**src/rtl/lwc_rdi_pool.sv**
```systemverilog
// lwc_rdi_pool
//   Randomness prefetch pool for the masked Romulus LWC core. Buffers RNDW-bit
//   random words from the external rdi port in a DEPTH-entry circular buffer and
//   hands each word to exactly one of NCH requesting consumers under round-robin
//   arbitration. After reset or flush the pool first fills completely (PRIME)
//   before any grant is issued (RUN), so consumers never see a cold-start stall.
//
// Ports
//   clk        rising-edge clock
//   rst        synchronous active-low reset
//   rdi_data   random word from TRNG/PRNG
//   rdi_valid  rdi_data valid
//   rdi_ready  pool accepts a word this cycle
//   flush      discard buffered randomness and re-enter PRIME
//   req        per-channel level-sensitive request
//   gnt        one-hot grant (or zero)
//   rnd_data   word for the granted channel, zero when nothing is granted
//   level      number of stored words
//   primed     pool is in RUN
//   starve     sticky: a request arrived in RUN while the pool was empty
module lwc_rdi_pool #(
  parameter int unsigned RNDW  = 32,
  parameter int unsigned DEPTH = 4,
  parameter int unsigned NCH   = 2,
  localparam int unsigned LW   = $clog2(DEPTH + 1)
) (
  input  logic            clk,
  input  logic            rst,
  input  logic [RNDW-1:0] rdi_data,
  input  logic            rdi_valid,
  output logic            rdi_ready,
  input  logic            flush,
  input  logic [NCH-1:0]  req,
  output logic [NCH-1:0]  gnt,
  output logic [RNDW-1:0] rnd_data,
  output logic [LW-1:0]   level,
  output logic            primed,
  output logic            starve
);

  localparam int unsigned PW = $clog2(DEPTH);
  localparam int unsigned GW = (NCH > 1) ? $clog2(NCH) : 1;

  localparam logic [0:0] PRIME = 1'b0;
  localparam logic [0:0] RUN   = 1'b1;

  logic [RNDW-1:0] mem [DEPTH];
  logic [PW-1:0]   wr_ptr;
  logic [PW-1:0]   rd_ptr;
  logic [LW-1:0]   count;
  logic [LW-1:0]   count_nxt;
  logic [GW-1:0]   last;
  logic [GW-1:0]   gidx;
  logic [0:0]      state;
  logic            found;
  logic            push;
  logic            pop;
  logic            full;
  logic            empty;
  int unsigned     idx;

  assign full      = (count == LW'(DEPTH));
  assign empty     = (count == '0);
  // Full blocks a push even when a pop happens in the same cycle.
  assign rdi_ready = rst & ~flush & ~full;
  assign push      = rdi_valid & rdi_ready;
  assign level     = count;
  assign primed    = (state == RUN);

  // Round-robin: first set request at or after last+1, wrapping modulo NCH.
  always_comb begin
    found = 1'b0;
    gidx  = '0;
    idx   = 0;
    for (int unsigned i = 0; i < NCH; i++) begin
      idx = (32'(last) + 32'd1 + i) % NCH;
      for (int unsigned j = 0; j < NCH; j++) begin
        if (!found && (j == idx) && req[j]) begin
          found = 1'b1;
          gidx  = GW'(j);
        end
      end
    end
  end

  // Grants never depend on rdi_valid: a word pushed this cycle is only
  // grantable from the next cycle on.
  assign pop = rst & ~flush & (state == RUN) & ~empty & found;

  always_comb begin
    gnt      = '0;
    rnd_data = '0;
    if (pop) begin
      gnt[gidx] = 1'b1;
      rnd_data  = mem[rd_ptr];
    end
  end

  always_comb begin
    count_nxt = count;
    if (push && !pop)
      count_nxt = count + LW'(1);
    else if (pop && !push)
      count_nxt = count - LW'(1);
  end

  // Storage is not cleared on reset/flush; stale words are unreachable
  // because both pointers and the count are reset.
  always_ff @(posedge clk) begin
    if (push)
      mem[wr_ptr] <= rdi_data;
  end

  always_ff @(posedge clk) begin
    if (!rst || flush) begin
      state  <= PRIME;
      wr_ptr <= '0;
      rd_ptr <= '0;
      count  <= '0;
      last   <= GW'(NCH - 1);
      starve <= 1'b0;
    end else begin
      if (push)
        wr_ptr <= wr_ptr + PW'(1);
      if (pop) begin
        rd_ptr <= rd_ptr + PW'(1);
        last   <= gidx;
      end
      count <= count_nxt;
      if (state == PRIME && count_nxt == LW'(DEPTH))
        state <= RUN;
      if (state == RUN && (|req) && empty)
        starve <= 1'b1;
    end
  end

endmodule

```
**config.mk**
```make
export PLATFORM = sky130hd
export DESIGN_NAME = lwc_rdi_pool
export DESIGN_NICKNAME = d
export VERILOG_FILES = /design/src/rtl/lwc_rdi_pool.sv
export SDC_FILE = /design/constraint.sdc
export NUM_CORES = 1
export LEC_CHECK = 0
export CAP_MARGIN = 20
export CORE_MARGIN = 1.5
export CORE_UTILIZATION = 44
export CTS_BUF_LIST = sky130_fd_sc_hd__clkbuf_2
export CTS_CLUSTER_SIZE = 12
export DETAILED_ROUTE_END_ITERATION = 8
export PLACE_DENSITY = 0.69
export SYNTH_ARGS = -nofsm -noshare
export SYNTH_HDL_FRONTEND = slang
export SYNTH_SLANG_ARGS = --single-unit
```
**constraint.sdc**
```tcl
create_clock -name clk -period 4.8 [get_ports clk]
set_clock_uncertainty 0.1 [all_clocks]
set_input_delay 0.72 -clock clk [delete_from_list [all_inputs] [get_ports clk]]
set_output_delay 0.72 -clock clk [all_outputs]
set_load 0.02 [all_outputs]
```
# Yosys cells after proc, flatten, opt, wreduce, memory -nomap -nowiden

Memories as Yosys holds them, arrays and structs flattened. A register that Yosys moved wholly into a read port is not among the register bits.
Index checks and enable logic that the tools add are counted.
Widths: inputs -> output; s select.

Flip-flop bits (word level): 10
RAM bits: 128
Output and inout bits: 40
Logic and storage cells: 68
Memories kept: 1

Add/sub/neg operators: 6
Order comparisons: 2
Equal/unequal tests: 2
Mux-type cells: 17
Bitwise gates (word level): 10
Reductions and logical operators: 24

Memory list:

| name | depth | width | read ports | clocked after memory_dff | wr ports | RTL line | source |
|---|---|---|---|---|---|---|---|
| mem  | 4     | 32    | 1          | 1                        | 1        | 47       | `logic [RNDW-1:0] mem [DEPTH];` |

Operator list:

| cell                | number |
|---|---|
| $logic_not 32->1    | 2 |
| $mux 32             | 1 |
| $logic_and 1x1->1   | 13 |
| $mux 1              | 10 |
| $and 1x1->1         | 6 |
| $eq 3x3->1 const B  | 2 |
| $logic_not 1->1     | 6 |
| $mux 2              | 3 |
| $mux 3              | 2 |
| $add 2x1->2 const B | 2 |
| $not 1->1           | 4 |
| $add 3x1->3 const B | 1 |
| $logic_not 3->1     | 1 |
| $sub 3x1->3 const B | 1 |
| $add 1x1->1 const B | 2 |
| $lt 1x2->1 const B  | 1 |
| $reduce_or 2->1     | 1 |
| $demux 1 s1         | 1 |
| $ge 1x1->1 const B  | 1 |
| $logic_or 1x1->1    | 1 |

# Longest topological paths before layout

Word-level depth: 22
Mapped depth: 8

# Least setup slack after synthesis

Ideal clock, no wire load.

Path kind: register to output
Start: register count[0], in the netlist level[0]
End: output rnd_data[0]
Arrival time: 1.767 ns
Required time: 3.980 ns
Setup slack: 2.213 ns
Stages on the path, launching flop included: 8
Path buffers: 2
Cells stage by stage: dfxtp_1 > inv_1 > ha_1 > nor2b_1 > nor3_2 > buf_2 > buf_2 > and2_1

Cells in the longest elaborated chain, start to end: 5

RTL lines:

| element                  | RTL line | source |
|---|---|---|
| start: declaration       | 50       | `logic [LW-1:0] count;` |
| start signal: assignment | 129      | `count <= count_nxt;` |
| $logic_not 3->1          | 63       | `assign empty = (count == '0);` |
| $not 1->1                | 88       | `assign pop = rst & ~flush & (state == RUN) & ~empty & found;` |
| $and 1x1->1 (2 in a row) | 88       |  |
| $mux 32                  | 93       | `if (pop) begin` |
| end: declaration         | 35       | `output logic [RNDW-1:0] rnd_data,` |

Every way passes these cells.

# Final worst setup path

Start: register count[1], in the netlist level[1]
End: output gnt[1]

Cells in the longest elaborated chain, start to end: 5

RTL lines:

| element                  | RTL line | source |
|---|---|---|
| $logic_not 3->1          | 63       |  |
| $not 1->1                | 88       |  |
| $and 1x1->1 (2 in a row) | 88       |  |
| $mux 2                   | 93       |  |
| end: declaration         | 34       | `output logic [NCH-1:0] gnt,` |

Every way passes these cells.

==> flow_summary.toml <==
[logic_synthesis]
ys_seq_elements = 140
synthesis.nets = 325
async_reset_ff_share_pct = 0
synth-simple-area-share_pct = 6.56
synth_edf_count = 128
yosysMostFrequentCell = "edfxtp_1"
synth.area.mux_share_pct = 13.2
synthAdderAreaFrac_pct = 1.94
synth.distinct_cells = 33
synth_top_family_by_area = "multiplexers"
yosysTopAreaCell = "edfxtp_1"
ys_seq_area_share_pct = 73.8
synth.top_cells.by_count = "edfxtp_1 (128), and2_1 (36), mux4_2 (32), dfxtp_1 (12), nor2_1 (8)"
yosysWarnings = 0
synth_top_area_share_pct = 69.5
synth_xor_area_share_pct = 0.791
synth_cells = 280
synth.avg_cell_area_um2 = 19.8
yosys-top-cells-area = "edfxtp_1 (69%), mux4_2 (13%), dfxtp_1 (4.3%)"
synth-main-ff-cell = "edfxtp_1"
synthesis.area_um2 = 5530
synth_compound_area_share_pct = 1.94

[power_and_ir_drop]
p_leak_nw = 2.15
internal_power_mw = 1.62
pwr-share-clk_pct = 30.3
max-vdd-ir-drop_uv = 171
power_frac_seq_pct = 65.8
power_density_nw_per_um2 = 306
total_power_mw = 2.05
switchingPower_mw = 0.425
p_sw_share_pct = 20.8
power_frac_comb_pct = 3.9

[timing]
fin_crit_sh_pct = 81.7
relSlewSlack_pct = 39.6
fmax_mhz = 255
setup_tns_ns = 0
slew_violations = 0
worst_pin_slew_ns = 0.906
layout_min_cycle_time_ns = 3.92
fin_hold_ws_ns = 0.415
setup_ws_ns = 0.879
rsz0062_at_grt = "false"
hold_violations = 0
setup_violations = 0

[clock_tree]
cts_root_buf = "clkbuf_2"
clk_pin_slew_worst_paths_ns = 0.17
cts_inserted_buffers = 17
h-tree-depth = 4
clock-sinks = 140
cts_tree = "done"
ctsResizeCount = 0
ctsHoldBuffers = 0
clk_latency_ns = 0.63
cts_setup_buffers = 0
cts_max_path_buffers = 2

[hold_path]
hp-class = "register to register"

[global_routing]
grt.total_usage_pct = 16.0
grt_pass1_vias = 2847
grt_max_degree = 33
overflow = 0
antenna_found_initial = 0
grt_pass1_wl_mm = 15.3

[routing]
ant_nets = 0
via_per_inst = 5.03
vias = 2742
drtPass1Iterations = 4
wire_per_inst_um = 17.8
drc_errors = 0
drt_iter0_drc = 184
routed_wl_mm = 9.68

[place]
dpl.hpwl_mm = 5.72
gp_congestion = 0.774
place_ws_ns = 1.06
io_buffers = 77
placed_area_um2 = 6480

[critical_path]
crit_required_ns = 3.98
end_kind = "output port"
r2r_setup_slack_ns = 2.44
worstPathArrival_ns = 3.10
worstSetupPathType = "register to output port"
cp-start-kind = "register"
worstPathMaxFanout = 31

[die]
dieArea_um2 = 13300
initial_core_util_pct = 45.5
io_pins = 78
core-area_um2 = 12200
rows = 40
die_w_um = 115
die_h_um = 115

[status]
outcome = "completed"

[final_layout]
layout-drive-gt1-share_pct = 20.7
antennaDiodeCount = 0
design_area_um2 = 6690
nNetsFinal = 410
syn_to_final_growth_pct = 20.9

[job]
max-cap-violations = 0
## metal layers
layer | wire length (um) | global-route usage (%)
met2 | 4590 | 24.4
met4 | 78 | 3.95
met5 | 0 | 0
met3 | 500 | 6.48
met1 | 4510 | 21.7
## final timing paths
check / cells after the start / startpoint / to
worst max-delay path: 7 / level[1]$_SDFF_PP0_ / gnt[1]
worst min-delay path: 2 / starve$_SDFFE_PP0P_ / starve$_SDFFE_PP0P_
worst max register to register: 5 / level[1]$_SDFF_PP0_ / mem[3][27]$_DFFE_PP_
worst min register to register: 2 / starve$_SDFFE_PP0P_ / starve$_SDFFE_PP0P_
## cells by family (layout without fill, tap and decap cells)
| logic type | after synthesis | count (layout) |
|---|---|---|
| DFF | 140 | 140 |
| AOI/OAI and AO/OA | 14 | 14 |
| muxes | 33 | 33 |
| and+or+nand+nor | 60 | 60 |
| adders and majority gates | 9 | 9 |
| xor gates and xnor gates | 5 | 5 |
| buffers and inverters | 19 | 116 |
## final cells by class
cell class | instances | area [um^2]
Timing Repair Buffer | 80 | 806
Fill cell | 997 | 5470
Multi-Input combinational cell | 121 | 1360
Inverter | 5 | 18.8
Clock inverter | 10 | 100
Sequential cell | 140 | 4090
Clock buffer | 21 | 105
Tap cell | 168 | 210
## state kept, by name (all words and copies together) (netlist names), named ones only
signal,count
mem,128
wr_ptr,2
last,1
primed,1
rd_ptr,2
starve,1
level,3
## through the flow
| stage | util [%] | std cells |
|---|---|---|
| finish | 55.0 | 545 |
| global route | 55.0 | 545 |
| CTS | 55.0 | 545 |
| detailed placement | 53.3 | 514 |
| global placement | 53.3 | 514 |
| floorplan | - | 280 |
## placed cells by master (no fill, tap or decap), drive strengths merged
| cell | count |
|---|---|
| xnor2 | 4 |
| o21ai | 3 |
| nand2 | 6 |
| maj3 | 2 |
| clkinv | 7 |
| and2b | 1 |
| a21bo | 1 |
| nand2b | 1 |
| xor2 | 1 |
| clkdlybuf4s50 | 77 |
| edfxtp | 128 |
| nor3 | 2 |
| mux4 | 32 |
| and3 | 3 |
| a31oi | 1 |
| a41oi | 1 |
| a21oi | 5 |
| and2 | 36 |
| nand3 | 1 |
| dfxtp | 12 |
| bufinv | 2 |
| inv | 5 |
| nor2 | 8 |
| nor2b | 1 |
| mux2i | 1 |
| o31ai | 2 |
| clkbuf | 21 |
| clkinvlp | 1 |
| a31o | 1 |
| or3 | 1 |
| ha | 7 |
| buf | 3 |
## power by group through the flow
stage / sequential, mW / combinational, mW / clock (mW)
floorplan: 1.37 / 0.0281 / 0
global placement: 1.37 / 0.0784 / 0
detailed placement: 1.37 / 0.0808 / 0
CTS: 1.35 / 0.0811 / 0.639
global route: 1.35 / 0.0870 / 0.695
finish: 1.35 / 0.0797 / 0.621
## critical path, cell delays in order, from the launching register on
cell and delay [ns]:
dfxtp_1 0.44, inv_1 0.12, ha_1 0.25, nor2b_1 0.19, nor3_4 0.41, buf_12 0.25, and3_2 0.20, clkdlybuf4s50_1 0.61
Note: power is estimated with default switching activity, not from simulation.
